--- config.mk ---
export PLATFORM = sky130hd
export DESIGN_NAME = sensor_debouncer_flat
export DESIGN_NICKNAME = d
export VERILOG_FILES = /design/src/rtl/sensor_debouncer_if.sv /design/src/rtl/sensor_debouncer.sv /design/src/flat_wrapper.sv
export SDC_FILE = /design/constraint.sdc
export NUM_CORES = 1
export LEC_CHECK = 0
export CAP_MARGIN = 25
export CORE_ASPECT_RATIO = 0.7
export CORE_MARGIN = 5
export CORE_UTILIZATION = 58
export DETAILED_ROUTE_END_ITERATION = 7
export HOLD_SLACK_MARGIN = 0.02
export PLACE_DENSITY = 0.79
export REMOVE_ABC_BUFFERS = 1
export SETUP_SLACK_MARGIN = 0.15
export SYNTH_ARGS = -nofsm -noshare
export SYNTH_HDL_FRONTEND = slang
export SYNTH_SLANG_ARGS = --single-unit
--- constraint.sdc ---
create_clock -name CLOCK_50 -period 3.3 [get_ports CLOCK_50]
set_input_delay 0.495 -clock CLOCK_50 [delete_from_list [all_inputs] [get_ports CLOCK_50]]
set_output_delay 0.495 -clock CLOCK_50 [all_outputs]
set_load 0.01 [all_outputs]
--- src/rtl/sensor_debouncer_if.sv ---
`default_nettype none
// ============================================================================
// Module      : sensor_debouncer_if
// Description : Hit-event handshake between the sensor debouncer (producer)
//               and the scoring / game control logic (consumer).
//   hit_valid  producer -> consumer  a hit event is pending
//   hit_addr   producer -> consumer  box code of pending hit, stable while valid
//   hit_ready  consumer -> producer  consumer accepts the hit this cycle
// Revision    : 1.0  initial release
// ============================================================================
interface sensor_debouncer_if #(
  parameter int WIDTH = 3
) ();
  logic             hit_valid;
  logic             hit_ready;
  logic [WIDTH-1:0] hit_addr;

  modport master (
    output hit_valid,
    output hit_addr,
    input  hit_ready
  );

  modport slave (
    input  hit_valid,
    input  hit_addr,
    output hit_ready
  );
endinterface
`default_nettype wire

--- src/rtl/sensor_debouncer.sv ---
`default_nettype none
// ============================================================================
// Module      : sensor_debouncer
// Description : Turns the raw asynchronous sensor code into a debounced code
//               and produces exactly one hit event per strike into a nonzero
//               code, delivered through a one-deep ready/valid register.
// Ports       :
//   CLOCK_50      in   system clock, rising edge
//   resetn        in   asynchronous active-low reset
//   sensor_raw    in   raw sensor code (asynchronous)
//   overrun_clr   in   synchronous clear of hit_overrun
//   sensor_clean  out  debounced sensor code
//   hit_overrun   out  sticky: a hit was dropped while one was pending
//   hit           master side of the hit handshake (valid/addr out, ready in)
// Revision    : 1.0  initial release
// ============================================================================
module sensor_debouncer #(
  parameter int WIDTH           = 3,
  parameter int DEBOUNCE_CYCLES = 500000,
  parameter int CNT_W           = 20
) (
  input  logic                CLOCK_50,
  input  logic                resetn,
  input  logic [WIDTH-1:0]    sensor_raw,
  input  logic                overrun_clr,
  output logic [WIDTH-1:0]    sensor_clean,
  output logic                hit_overrun,
  sensor_debouncer_if.master  hit
);

  localparam logic [CNT_W-1:0] c_cnt_last = CNT_W'(DEBOUNCE_CYCLES - 1);

  typedef enum logic [0:0] {
    ST_IDLE    = 1'b0,
    ST_PRESSED = 1'b1
  } state_t;

  logic [WIDTH-1:0] r_sync1;
  logic [WIDTH-1:0] r_sync2;
  logic [WIDTH-1:0] r_cand;
  logic [WIDTH-1:0] r_clean;
  logic [CNT_W-1:0] r_cnt;
  logic [CNT_W-1:0] w_cnt_sat;
  logic             w_stable;
  logic             w_clean_upd;
  logic             r_upd_pulse;

  state_t           r_state;
  state_t           w_state_next;
  logic             w_event;

  logic             r_hit_valid;
  logic [WIDTH-1:0] r_hit_addr;
  logic             r_overrun;
  logic             w_accept;
  logic             w_drop;

  // --------------------------------------------------------------------------
  // Synchronizer and debounce counter
  // --------------------------------------------------------------------------
  // The counter saturates at its terminal value instead of wrapping. The clean
  // code is taken on the edge where the count reaches the terminal value, so
  // the candidate has then been sampled unchanged on DEBOUNCE_CYCLES edges
  // (the load edge included).
  always_comb begin
    w_stable    = (r_sync2 == r_cand);
    w_cnt_sat   = (r_cnt == c_cnt_last) ? r_cnt : r_cnt + 1'b1;
    w_clean_upd = w_stable && (w_cnt_sat == c_cnt_last) && (r_cand != r_clean);
  end

  always_ff @(posedge CLOCK_50 or negedge resetn) begin
    if (!resetn) begin
      r_sync1     <= '0;
      r_sync2     <= '0;
      r_cand      <= '0;
      r_cnt       <= '0;
      r_clean     <= '0;
      r_upd_pulse <= 1'b0;
    end else begin
      r_sync1 <= sensor_raw;
      r_sync2 <= r_sync1;
      if (!w_stable) begin
        r_cand <= r_sync2;
        r_cnt  <= '0;
      end else begin
        r_cnt  <= w_cnt_sat;
      end
      if (w_clean_upd) begin
        r_clean <= r_cand;
      end
      // Marks the cycle in which sensor_clean holds a freshly updated code.
      r_upd_pulse <= w_clean_upd;
    end
  end

  // --------------------------------------------------------------------------
  // Press FSM: follows sensor_clean, raises one event per new nonzero code
  // --------------------------------------------------------------------------
  always_ff @(posedge CLOCK_50 or negedge resetn) begin
    if (!resetn) begin
      r_state <= ST_IDLE;
    end else begin
      r_state <= w_state_next;
    end
  end

  always_comb begin
    w_state_next = r_state;
    w_event      = 1'b0;
    case (r_state)
      ST_IDLE: begin
        if (r_upd_pulse && (r_clean != '0)) begin
          w_event      = 1'b1;
          w_state_next = ST_PRESSED;
        end
      end
      ST_PRESSED: begin
        if (r_upd_pulse) begin
          if (r_clean == '0) begin
            w_state_next = ST_IDLE;
          end else begin
            // An update always carries a code different from the previous one.
            w_event = 1'b1;
          end
        end
      end
      default: begin
        w_state_next = ST_IDLE;
      end
    endcase
  end

  // --------------------------------------------------------------------------
  // One-deep hit register with ready/valid handshake
  // --------------------------------------------------------------------------
  assign w_accept = r_hit_valid & hit.hit_ready;
  assign w_drop   = w_event & r_hit_valid & ~hit.hit_ready;

  always_ff @(posedge CLOCK_50 or negedge resetn) begin
    if (!resetn) begin
      r_hit_valid <= 1'b0;
      r_hit_addr  <= '0;
      r_overrun   <= 1'b0;
    end else begin
      if (w_event && (!r_hit_valid || w_accept)) begin
        r_hit_valid <= 1'b1;
        r_hit_addr  <= r_clean;
      end else if (w_accept) begin
        r_hit_valid <= 1'b0;
      end
      // A drop in the same cycle as a clear leaves the flag set.
      if (w_drop) begin
        r_overrun <= 1'b1;
      end else if (overrun_clr) begin
        r_overrun <= 1'b0;
      end
    end
  end

  assign sensor_clean  = r_clean;
  assign hit_overrun   = r_overrun;
  assign hit.hit_valid = r_hit_valid;
  assign hit.hit_addr  = r_hit_addr;

endmodule
`default_nettype wire

--- src/flat_wrapper.sv ---
// flat-port wrapper written by rule: the top's interface ports become plain ports
module sensor_debouncer_flat 
#(
  parameter int WIDTH           = 3,
  parameter int DEBOUNCE_CYCLES = 500000,
  parameter int CNT_W           = 20
)
  (CLOCK_50, resetn, sensor_raw, overrun_clr, sensor_clean, hit_overrun, hit_hit_valid, hit_hit_addr, hit_hit_ready);
  sensor_debouncer_if #(.WIDTH(WIDTH)) hit_i ();
  input  logic CLOCK_50;
  input  logic resetn;
  input  logic [WIDTH-1:0] sensor_raw;
  input  logic overrun_clr;
  output logic [WIDTH-1:0] sensor_clean;
  output logic hit_overrun;
  output wire logic [$bits(hit_i.hit_valid)-1:0] hit_hit_valid;
  output wire logic [$bits(hit_i.hit_addr)-1:0] hit_hit_addr;
  input wire logic [$bits(hit_i.hit_ready)-1:0] hit_hit_ready;
  assign hit_hit_valid = hit_i.hit_valid;
  assign hit_hit_addr = hit_i.hit_addr;
  assign hit_i.hit_ready = hit_hit_ready;
  sensor_debouncer #(.WIDTH(WIDTH), .DEBOUNCE_CYCLES(DEBOUNCE_CYCLES), .CNT_W(CNT_W)) u_core (.CLOCK_50(CLOCK_50), .resetn(resetn), .sensor_raw(sensor_raw), .overrun_clr(overrun_clr), .sensor_clean(sensor_clean), .hit_overrun(hit_overrun), .hit(hit_i));
endmodule
# ---- Yosys cells after proc, flatten, opt, wreduce, memory -nomap -nowiden
# Index checks and enable logic that the tools add are counted.
dict set report totals {
  inputBits 7
  mem_bits_ro 0
  out_inout_bits 8
  mem_count 0
  wordCells 42
  latch_bits 0
  ramBits 0
  ff_bits 39
}
dict set report op_classes {
  bitwise_logic 5
  order_cmp 0
  n_eq_ne 4
  shifts 0
  mux 12
  mul 0
  reduce_logical 10
  n_addsub 1
  div 0
}
# op n
set ops {}
lappend ops {{20-bit by 19-bit equality test with 1-bit output, second input constant} 2}
lappend ops {{20-bit 2-to-1 mux} 2}
lappend ops {{20-bit by 1-bit adder with 20-bit output, second input constant} 1}
lappend ops {{1-bit 2-to-1 mux} 8}
lappend ops {{1-bit logical AND} 4}
lappend ops {{1-bit one-hot mux with 2 select lines} 2}
lappend ops {{2-bit nonzero test} 2}
lappend ops {{1-bit AND} 3}
lappend ops {{3-bit equality test} 1}
lappend ops {{3-bit zero test} 1}
lappend ops {{3-bit inequality test} 1}
lappend ops {{3-bit nonzero test} 1}
lappend ops {{1-bit NOT} 2}
lappend ops {{1-bit zero test} 1}
lappend ops {{1-bit logical OR} 1}

# ---- Logic depth before layout (Yosys ltp)
dict set report logic_depth {
  word_depth 7
  mapped_depth 8
  ltp_nobuf 7
}

# ---- Least setup slack after synthesis
# Ideal clock, no wire load.
dict set report synth_timing {
  kind {reg-to-reg}
  from {register u_core.r_cnt[1]}
  to {register u_core.r_clean[0] (netlist: u_core.sensor_clean[0])}
  t_required_ns 3.172
  path_stages_with_launch 9
  setup_ns 0.128
  synth_period_minus_slack_ns 2.402
  t_arrival_ns 2.274
  n_path_buf 2
  setup_slack_ns 0.898
  cell_sequence {dfrtp_1 ha_1 and4_1 clkbuf_1 and4_1 clkbuf_1 o2111ai_1 nor4_4 mux2_1}
}
dict set report synth_between {
  elab_chain_len 5
  word_cells_on_any_way 6
  cone_classes {add/sub (1); eq/ne (2); mux (1); reduce/logical (2)}
}
# element line_no
set synth_lines {}
lappend synth_lines {{start, declared} sensor_debouncer.sv:42} ;# logic [CNT_W-1:0] r_cnt;
lappend synth_lines {{start signal, assigned} sensor_debouncer.sv:86} ;# r_cnt <= w_cnt_sat;
lappend synth_lines {{20-bit by 1-bit adder with 20-bit output / 20-bit by 19-bit equality test with 1-bit output (equally long branches)} sensor_debouncer.sv:67} ;# w_cnt_sat = (r_cnt == c_cnt_last) ? r_cnt : r_cnt + 1'b1;
lappend synth_lines {{20-bit 2-to-1 mux (*)} sensor_debouncer.sv:67}
lappend synth_lines {{20-bit by 19-bit equality test with 1-bit output (*)} sensor_debouncer.sv:68} ;# w_clean_upd = w_stable && (w_cnt_sat == c_cnt_last) && (r_cand != r_clean);
lappend synth_lines {{1-bit logical AND (*) (2 in series)} sensor_debouncer.sv:68}
lappend synth_lines {{end signal, assigned} sensor_debouncer.sv:89} ;# r_clean <= r_cand;
lappend synth_lines {{end, declared} sensor_debouncer.sv:41} ;# logic [WIDTH-1:0] r_clean;
# Mark *: on every way between the ends. The rest lies on a longest branch, timed or not.
# A chain may end at the register's enable or synchronous reset.

# ---- Worst setup path in the final report
dict set report layout_timing {
  from {register u_core.r_cnt[0]}
  to {register u_core.r_clean[1] (netlist: u_core.sensor_clean[1])}
}
# The elaborated chain is that of the path after synthesis.

==> out/metrics.yaml <==
cts.path.max_buffers: 2
fin_tns_setup_ps: 0
worst_hold_path_type: "input port to async pin"
design.portCount: 15
p_per_area_nw_per_um2: 364
most-common-layout-cells: "38 x sky130_fd_sc_hd__dfrtp_1, 24 x sky130_fd_sc_hd__nor2_1, 16 x sky130_fd_sc_hd__xnor2_1"
seq_area_frac_synth: 0.461
most_frequent_standard_cell_in_the_layout_excluding_fill_and_tap_cells: "sky130_fd_sc_hd__dfrtp_1"
max-slew-margin-rel: 0.467
final_period_minus_worst_setup_slack_ps: 2900
ctsRootBufferMaster: "sky130_fd_sc_hd__clkbuf_8"
synth_cells: 205
final_cell_utilization_of_the_core: 0.657
vias: 1546
tritoncts: "done"
finalCritPeriodShare: 0.878
dieHeight_um: 59.9
setup.worst_path.start_class: "flip-flop"
worst-endpoint-arrival_ps: 3070
wl_um: 4420
clock_latency_ps: 290
post_drt_via_cell_ratio: 5.90
floorplan.die_area_um2: 4860
grtUsageMet2: 0.274
criticalPathCategory: "flip-flop to flip-flop"
via_count_of_the_first_global_routing_pass: 1442
power.static_leakage_nw: 0.898
grt_first_pass_wirelength_um: 7300
cts-buffers-inserted: 5
timing_max_transition_violations_final: 0
post_cts_resized: 0
htree_num_levels: 2
synth.cell_area_um2: 2060
area_growth_syn_to_layout_pct: 10.6
critPathRequiredTime_ps: 3470
gr-max-usage-layer: "met1"
drt_drc_violations_left: 0
grt_util_met3: 0.0648
total_of_flip_flops_plus_latches_after_synthesis: 38
finish.net_count: 219
setup-violations-final: 0
path_clk_slew_ps: 80
final_antenna_net_count: 0
power.ir.vdd_worst_mv: 0.368
global_route.usage.total: 0.206
crit_fanout: 8
grt_max_degree: 39
synth-edff-count: 0
wl_per_cell_um: 16.9
largest_clock_skew_in_the_final_design_ps: 3.21
maxCapViolations: 0
layout-drive-gt1-share: 0.0991
fmax_ghz: 0.345
overflow: 0
dominantRegCellSynth: "sky130_fd_sc_hd__dfrtp_1"
grt_antenna_before_repair: 0
worst-slew-pin-transition_ps: 800
gr-usage-met1: 0.315
die_w_um: 81.2
rsz0062_at_grt: "false"
buffer_ports.inserted: 14
placementRows: 18
final.setup.worst_slack_ps: 401
half_perimeter_wire_length_after_placement_um: 3280
postCtsSetupBuffers: 0
pre_cts_slack_ps: 460
drt-initial-drc-count: 173
asyncSetResetFlopFracSynth: 1.00
fillerInstances: 300
drt-pass1-iter-count: 4
outcome: "finished, final reports clean"
initial_utilization: 0.594
placeableCoreArea_um2: 3470
cts.hold.buffers_added: 0
final-hold-violation-count: 0
syn_area_per_cell_um2: 10.1
clkSinkCount: 38
setup.worst_path.end_class: "flip-flop"
gpl.final_weighted_congestion: 0.951
num_antenna_cells: 0
yosys_warnings: 0
synth_cell_types: 51
[area by class of cell]
| type | count | area (µm²) | area share |
|---|---|---|---|
| Inverter | 2 | 7.51 | 0.00329 |
| Multi-Input combinational cell | 149 | 1030 | 0.450 |
| Timing Repair Buffer | 15 | 143 | 0.0626 |
| Tap cell | 50 | 62.6 | 0.0274 |
| Clock inverter | 3 | 21.3 | 0.00933 |
| Clock buffer | 5 | 68.8 | 0.0302 |
| Sequential cell | 38 | 951 | 0.417 |
[critical path: stages, from the launching register on]
cell and delay (ps):
sky130_fd_sc_hd__dfrtp_1 480, sky130_fd_sc_hd__ha_1 330, sky130_fd_sc_hd__nand4_1 290, sky130_fd_sc_hd__nor4_1 460, sky130_fd_sc_hd__xor2_1 280, sky130_fd_sc_hd__o211ai_1 190, sky130_fd_sc_hd__nor4_4 370, sky130_fd_sc_hd__mux2_1 370
[flip-flops by register name, indices dropped and copies added (netlist names)]
register              flops
u_core.r_cnt             20
u_core.r_cand             3
u_core.r_sync2            3
u_core.hit.hit_valid      1
u_core.hit.hit_addr       3
u_core.hit_overrun        1
u_core.r_sync1            3
u_core.sensor_clean       3
u_core.r_upd_pulse        1
[cells in the mapped netlist (all sizes together) (2+ instances only)]
library cell,count,area share
or4,2,0.0091
xnor2,16,0.068
dfrtp,38,0.46
nand2b,2,0.0061
nand2,11,0.020
o211ai,2,0.0073
buf,7,0.021
and2,2,0.0061
o22ai,2,0.0061
mux2,7,0.038
xor2,8,0.034
nor3,10,0.024
nor4b,2,0.0085
nor3b,2,0.0097
nor2,24,0.044
and4,3,0.013
nor2b,3,0.0091
a21oi,4,0.0097
nand3,13,0.032
or2,2,0.0061
o21ai,4,0.0097
and3,3,0.0091
a31oi,2,0.0091
nand4,5,0.022
inv,2,0.0036
clkbuf,9,0.016
nor4,5,0.022
[power breakdown]
part	internal [mW]	switching, mW
Sequential	0.472	0.00637
Clock	0.148	0.169
Combinational	0.0143	0.0198
[through the flow]
step                hold slack, ps  area [µm²]  power (mW)  std cells
floorplan                      199        1980       0.500        189
global placement               333        2190       0.521        254
detailed placement             338        2190       0.522        254
CTS                            314        2280       0.836        262
global route                   367        2280       0.863        262
finish                         289        2280       0.829        262
[path summary, 6_finish.rpt]
path / slack, ps / from / cells after the start / to
worst max-delay path: 400 / u_core.r_cnt[0] / 7 / u_core.sensor_clean[1]
worst min-delay path: 290 / resetn / 1 / u_core.r_sync1[1]
worst max register to register: 400 / u_core.r_cnt[0] / 7 / u_core.sensor_clean[1]
worst min register to register: 350 / u_core.r_sync1[2] / 0 / u_core.r_sync2[2]
max in group asynchronous: 2510 / resetn / 1 / u_core.hit.hit_valid
min in group CLOCK_50: 350 / u_core.r_sync1[2] / 0 / u_core.r_sync2[2]
[layer usage]
metal / share of wire / up-vias
li1: - / 736
met1: 0.49 / 737
met2: 0.41 / 64
met3: 0.087 / 9
met4: 0.013 / 0
met5: 0 / -
[cell families after synthesis]
kind of cell / Yosys count / synth area share
adders and majority gates: 1 / 0.00607
buffers and inverters: 18 / 0.0407
xor gates and xnor gates: 24 / 0.102
DFF: 38 / 0.461
and+or+nand+nor: 92 / 0.256
AOI/OAI and AO/OA: 24 / 0.0911
muxes: 8 / 0.0431
Note: power is estimated with default switching activity, not from simulation.
